[src/rtl/somatic_sensor_hub_pkg.sv]
// Shared constants and helpers for the somatic input interface.
// Also consumed by the circadian_controller integration.
package banos_somatic_pkg;

    localparam int SPIKE_CNT_W = 32;
    localparam int ENTROPY_W   = 16;

    // Clamp a wide unsigned value to 16 bits.
    function automatic logic [15:0] sat16(input logic [31:0] v);
        return (v > 32'h0000_FFFF) ? 16'hFFFF : v[15:0];
    endfunction

    // Population count over up to 16 lanes; unused lanes must be zero.
    function automatic logic [4:0] popcount16(input logic [15:0] v);
        logic [4:0] c;
        c = '0;
        for (int i = 0; i < 16; i++) c = c + 5'(v[i]);
        return c;
    endfunction

endpackage

[src/rtl/somatic_sensor_hub_thermal_ema.sv]
// Thermal heat proxy: baseline deviation, EMA smoothing, sensor stale
// detection and re-seed after a stale period.
module thermal_ema
    import banos_somatic_pkg::*;
#(
    parameter int                TEMP_W        = 12,
    parameter logic [TEMP_W-1:0] TEMP_BASELINE = 12'd2048,
    parameter int                EMA_SHIFT     = 3,
    parameter int                STALE_WINDOWS = 4
) (
    input  logic              clk,
    input  logic              rst_n,
    input  logic              i_temp_valid,
    input  logic [TEMP_W-1:0] i_temp_data,
    input  logic              i_window_tick,
    output logic [15:0]       o_thermal_term,
    output logic              o_sensor_stale
);

    localparam int SC_W = $clog2(STALE_WINDOWS + 1);

    logic [15:0]        r_ema;
    logic               r_stale;
    logic [SC_W-1:0]    r_stale_cnt;

    logic [TEMP_W-1:0]  w_dev;
    logic [15:0]        w_dev16;
    logic signed [17:0] w_diff;
    logic signed [17:0] w_step;
    logic signed [17:0] w_sum;
    logic [15:0]        w_ema_next;

    assign w_dev   = (i_temp_data >= TEMP_BASELINE) ? (i_temp_data - TEMP_BASELINE)
                                                    : (TEMP_BASELINE - i_temp_data);
    assign w_dev16 = 16'(w_dev) << (16 - TEMP_W);

    // Signed difference with headroom so the arithmetic shift floors correctly.
    assign w_diff = $signed({2'b00, w_dev16}) - $signed({2'b00, r_ema});
    assign w_step = w_diff >>> EMA_SHIFT;
    assign w_sum  = $signed({2'b00, r_ema}) + w_step;

    // Clamp the smoothed value into the unsigned 16-bit range.
    always_comb begin
        w_ema_next = w_sum[15:0];
        if (w_sum[17])      w_ema_next = 16'h0000;
        else if (w_sum[16]) w_ema_next = 16'hFFFF;
    end

    // EMA update and stale tracking; a fresh sample always beats the stale assert.
    always_ff @(posedge clk or negedge rst_n) begin
        if (!rst_n) begin
            r_ema       <= '0;
            r_stale     <= 1'b0;
            r_stale_cnt <= '0;
        end else if (i_temp_valid) begin
            r_ema       <= r_stale ? w_dev16 : w_ema_next;
            r_stale     <= 1'b0;
            r_stale_cnt <= '0;
        end else if (i_window_tick && !r_stale) begin
            if (r_stale_cnt == SC_W'(STALE_WINDOWS - 1)) r_stale <= 1'b1;
            r_stale_cnt <= r_stale_cnt + SC_W'(1);
        end
    end

    // Fail hot while the feed is lost so the controller leans toward sleep.
    assign o_thermal_term = r_stale ? 16'hFFFF : r_ema;
    assign o_sensor_stale = r_stale;

endmodule

[src/rtl/somatic_sensor_hub.sv]
// Somatic sensor hub: spike activity counting, windowed spike rate and
// combined heat/activity entropy for the circadian controller.
module somatic_sensor_hub
    import banos_somatic_pkg::*;
#(
    parameter int                LANES         = 8,
    parameter int                TEMP_W        = 12,
    parameter logic [TEMP_W-1:0] TEMP_BASELINE = 12'd2048,
    parameter int                WINDOW_BITS   = 20,
    parameter int                EMA_SHIFT     = 3,
    parameter int                STALE_WINDOWS = 4
) (
    input  logic                   clk,
    input  logic                   rst_n,
    input  logic [LANES-1:0]       i_spike_in,
    input  logic                   i_temp_valid,
    input  logic [TEMP_W-1:0]      i_temp_data,
    input  logic                   i_clear_counts,
    output logic [SPIKE_CNT_W-1:0] o_total_spikes,
    output logic [ENTROPY_W-1:0]   o_current_entropy,
    output logic [15:0]            o_spike_rate,
    output logic                   o_window_tick,
    output logic                   o_sensor_stale
);

    logic [4:0]             r_pop;
    logic [SPIKE_CNT_W-1:0] r_total;
    logic [WINDOW_BITS-1:0] r_win_cnt;
    logic [15:0]            r_win_acc;
    logic [15:0]            r_rate;
    logic                   r_tick;
    logic [ENTROPY_W-1:0]   r_entropy;

    logic                   w_wrap;
    logic [15:0]            w_thermal;

    assign w_wrap = &r_win_cnt;

    // Stage 1: lane popcount; a clear discards this cycle's spikes.
    always_ff @(posedge clk or negedge rst_n) begin
        if (!rst_n)              r_pop <= '0;
        else if (i_clear_counts) r_pop <= '0;
        else                     r_pop <= popcount16(16'(i_spike_in));
    end

    // Stage 2: cumulative count, wraps modulo 2^32 by design.
    always_ff @(posedge clk or negedge rst_n) begin
        if (!rst_n)              r_total <= '0;
        else if (i_clear_counts) r_total <= '0;
        else                     r_total <= r_total + SPIKE_CNT_W'(r_pop);
    end

    // Free-running window counter; the clear request leaves it alone.
    always_ff @(posedge clk or negedge rst_n) begin
        if (!rst_n) r_win_cnt <= '0;
        else        r_win_cnt <= r_win_cnt + WINDOW_BITS'(1);
    end

    // Window accumulation, rate publish and tick; clear beats the publish.
    always_ff @(posedge clk or negedge rst_n) begin
        if (!rst_n) begin
            r_win_acc <= '0;
            r_rate    <= '0;
            r_tick    <= 1'b0;
        end else begin
            r_tick <= w_wrap;
            if (i_clear_counts) begin
                r_win_acc <= '0;
                r_rate    <= '0;
            end else if (w_wrap) begin
                r_rate    <= sat16(32'(r_win_acc) + 32'(r_pop));
                r_win_acc <= '0;
            end else begin
                r_win_acc <= sat16(32'(r_win_acc) + 32'(r_pop));
            end
        end
    end

    thermal_ema #(
        .TEMP_W        (TEMP_W),
        .TEMP_BASELINE (TEMP_BASELINE),
        .EMA_SHIFT     (EMA_SHIFT),
        .STALE_WINDOWS (STALE_WINDOWS)
    ) u_thermal (
        .clk            (clk),
        .rst_n          (rst_n),
        .i_temp_valid   (i_temp_valid),
        .i_temp_data    (i_temp_data),
        .i_window_tick  (r_tick),
        .o_thermal_term (w_thermal),
        .o_sensor_stale (o_sensor_stale)
    );

    // Entropy combines heat with a quarter of the published spike rate.
    always_ff @(posedge clk or negedge rst_n) begin
        if (!rst_n) r_entropy <= '0;
        else        r_entropy <= sat16(32'(w_thermal) + 32'(r_rate >> 2));
    end

    assign o_total_spikes    = r_total;
    assign o_current_entropy = r_entropy;
    assign o_spike_rate      = r_rate;
    assign o_window_tick     = r_tick;

endmodule

[config.mk]
export PLATFORM = sky130hd
export DESIGN_NAME = somatic_sensor_hub
export DESIGN_NICKNAME = d
export VERILOG_FILES = /design/src/rtl/somatic_sensor_hub_pkg.sv /design/src/rtl/somatic_sensor_hub_thermal_ema.sv /design/src/rtl/somatic_sensor_hub.sv
export SDC_FILE = /design/constraint.sdc
export NUM_CORES = 1
export LEC_CHECK = 0
export BUFFER_PORTS_ARGS = -buffer_cell sky130_fd_sc_hd__buf_4
export CAP_MARGIN = 10
export CORE_ASPECT_RATIO = 1.2
export CORE_MARGIN = 3
export CORE_UTILIZATION = 45
export CTS_BUF_LIST = sky130_fd_sc_hd__clkbuf_16
export DETAILED_ROUTE_END_ITERATION = 10
export PLACE_DENSITY = 0.6
export SETUP_SLACK_MARGIN = 0.1
export SLEW_MARGIN = 20
export SYNTH_ARGS = -nofsm -noshare
export SYNTH_HDL_FRONTEND = slang
export SYNTH_HIERARCHICAL = 1
export SYNTH_SLANG_ARGS = --single-unit
[constraint.sdc]
create_clock -name clk -period 7.6 [get_ports clk]
set_input_delay 0.76 -clock clk [delete_from_list [all_inputs] [get_ports clk]]
set_output_delay 0.76 -clock clk [all_outputs]
set_load 0.005 [all_outputs]
==> results.md <==
- Crit Path Max Fanout: 15
- Setup TNS Final: 0 ns
- Pin count of the biggest net entering global routing: 65
- Initial antenna violation count: 0
- Synth-to-Final Area Change: 17.0%
- Slowest CP cell: xor2_2
- Buffers and inverters on the worst path: 2
- Max clock buf depth: 2
- RSZ-0062 raised after global routing: no
- Largest cells by area after synthesis: dfrtp_1, ha_1, xnor2_1
- Register Area: 3130 um^2
- Kind of cell adding the most delay to the critical path: compound AO/OA/AOI/OAI gates
- FILL cells: 1,670
- Vias per cell: 5.56
- Gr ovfl total: 0
- First DRT Iteration DRCs: 188
- Clock Skews: 0.00684 ns
- Die width: 130 um
- Initial Util: 46.5%
- DR DRC count: 0
- Syn Nets: 981
- Die Ht: 155 um
- Post-CTS repair timing setup buffer count: 0
- Distinct cells, synth: 77
- CTS Sinks: 125
- Final setup vio count: 0
- GPL Wtd Cong: 0.914
- Mapped Cells: 891
- Pwr dens: 358 nW/um^2
- Netlist Area Pre-Place: 8300 um^2
- # rows: 53
- Final hold violation count: 0
- #FFs+latches synth: 125
- DP Wirelength: 14,400 um
- CP endpoint kind: flop
- Rel. slew slack: 46.7%
- Clock Latency Late Sink: 0.42 ns
- Setup crit start kind: primary input
- Hold_ws: 0.413 ns
- Number of synthesized flops with an enable pin: 0
- Critical path arrival: 5.67 ns
- Routed wire length: 19,200 um
- CTS Hold Bufs: 0
- Max-cap violations: 0
- Clock transition at path regs: 0.06 ns
- IO Count: 90
- Pre-CTS setup slack: 1.83 ns
- Yosys top cell by area: dfrtp_1
- Num CTS Buffers: 17
- Required time worst endpoint: 7.94 ns
- Fin crit period: 5.33 ns
- Top-count cell post-synth: dfrtp_1
- Layout Nets: 1,064
- Max H-tree Level: 4
- Post-DR wirelength/cell: 15.9 um
- First-pass GRT wire length: 32,100 um
- Peak VDD IR: 206 uV
- Synth Flop Type: dfrtp_1
- Cts repair resizes: 0
- Avg Synthesized Cell Area: 9.31 um^2
- Area of the multi-input gates: 4840 um^2
- Core Area: 17,800 um^2
- Most common cell on crit path: a21oi_1
- Share of post-route cells with drive strength above 1: 17.4%
- Sequential area share after synthesis: 37.7%
- Leakage: 4.64 nW
- Via count: 6,713
- Clk Tree Root Cell: clkbuf_16
- Die area: 20,100 um^2
- CTS tree: yes
- Total GRT Usage: 19.7%
- Port-buffer cells: 89
- Final ANT Viol Nets: 0
- Status: finished, final reports clean
- N_diodes: 0
- HP Class: primary input to async pin
- Yosys warning count: 6
- Vias in the first global route: 6,703
- Drt first pass iters: 4
- Max frequency: 0.188 GHz
- Setup ws final: 2.27 ns
- Top cell type's share of synthesized area: 37.7%
- Max incr delay on CP: 0.56 ns
- FFs w/ async S/R, synth: 100%
- Max-slew violation count: 0
- Top cells by count, synth: dfrtp_1, nor2_1, a21oi_1
- Pin slew with the least headroom to its limit: 0.799 ns
- Final period util: 70.2%
- CP cell instances: buf_4 -> inv_1 -> ha_1 -> nor3b_1 -> nor2_1 -> xnor2_1 -> ha_1 -> and3_1 -> a221o_1 -> a31o_4 -> a21oi_1 -> nor2b_1 -> o21a_1 -> nor2_1 -> xnor2_1 -> ha_1 -> a21oi_1 -> o21ai_0 -> a21oi_1 -> o21ai_1 -> a21oi_1 -> xor2_2 -> nor2_1 -> a211oi_2
- Critical setup path kind: primary input to flop
-- metrics by stage --
step / util [%] / power [W] / instance area, um^2 / instances
2_1_floorplan: - / 0.00228 / 8300 / 891
3_3_place_gp: 51.1 / 0.00265 / 9110 / 1175
3_5_place_dp: 51.1 / 0.00266 / 9110 / 1175
4_1_cts: 54.4 / 0.00349 / 9710 / 1207
5_1_grt: 54.4 / 0.00375 / 9710 / 1207
6_report: 54.4 / 0.00348 / 9710 / 1207
-- layout make-up --
| class | instances | share of cell area (%) |
|---|---|---|
| Timing Repair Buffer | 91 | 7.04 |
| Clock buffer | 17 | 4.38 |
| Inverter | 49 | 1.89 |
| Tap cell | 220 | 2.84 |
| Multi-Input combinational cell | 690 | 49.9 |
| Sequential cell | 125 | 32.2 |
| Clock inverter | 15 | 1.77 |
-- state kept, by name, summed over array words and instances, names as in the netlist --
name	flops
u_thermal/r_stale_cnt	3
r_win_acc	16
r_pop	4
u_thermal/o_sensor_stale	1
o_current_entropy	16
r_win_cnt	20
o_window_tick	1
o_spike_rate	16
u_thermal/r_ema	16
o_total_spikes	32
-- path summary, 6_finish.rpt --
kind                                          from                 end  cells after the start  slack, ns
worst max-delay path                i_temp_data[0]  u_thermal/r_ema[1]                     24       2.27
worst min-delay path                         rst_n   o_total_spikes[0]                      1       0.41
worst max register to register  u_thermal/r_ema[3]  u_thermal/r_ema[8]                     16       2.99
worst min register to register        r_win_cnt[0]        r_win_cnt[0]                      1       0.44
max in group asynchronous                    rst_n     o_spike_rate[4]                      2       5.89
min in group clk                      r_win_cnt[0]        r_win_cnt[0]                      1       0.44
-- cell families after synthesis --
kind of cell	count (synthesis)	share of synthesized area, %
multiplexers	6	0.754
flip-flops	125	37.7
buffers and inverters	76	3.96
adder cells (fa/ha/maj)	66	10.7
XOR/XNOR	89	9.48
AO/OA/AOI/OAI	204	16.7
AND/OR/NAND/NOR	325	20.8
-- power breakdown --
group          leakage [nW]  switching (W)  internal (W)
combinational          2.67       0.000997      0.000806
sequential             1.68      0.0000884      0.000770
clock                 0.294       0.000302      0.000514
-- metal layers --
layer	up-vias	wire, um	GRT usage (%)
met5	-	0	0
met2	116	9730	33.7
li1	3349	-	-
met1	3226	8480	25.0
met3	22	656	3.80
met4	0	322	6.44
-- placed cells by master, fill, tap and decap left out, types with 12 or more instances in the layout --
master,n
a21oi_1,65
and3_1,20
nor2b_1,12
xnor2_1,46
nor3_1,17
nand2_1,33
o21ai_0,18
nand4_1,20
a21o_1,21
dfrtp_1,125
nor2_1,100
inv_1,49
a211oi_1,19
clkbuf_16,17
ha_1,58
xor2_1,42
or2_2,20
buf_4,91
nand3_1,42
No activity file was read; power rests on OpenSTA's default activity.
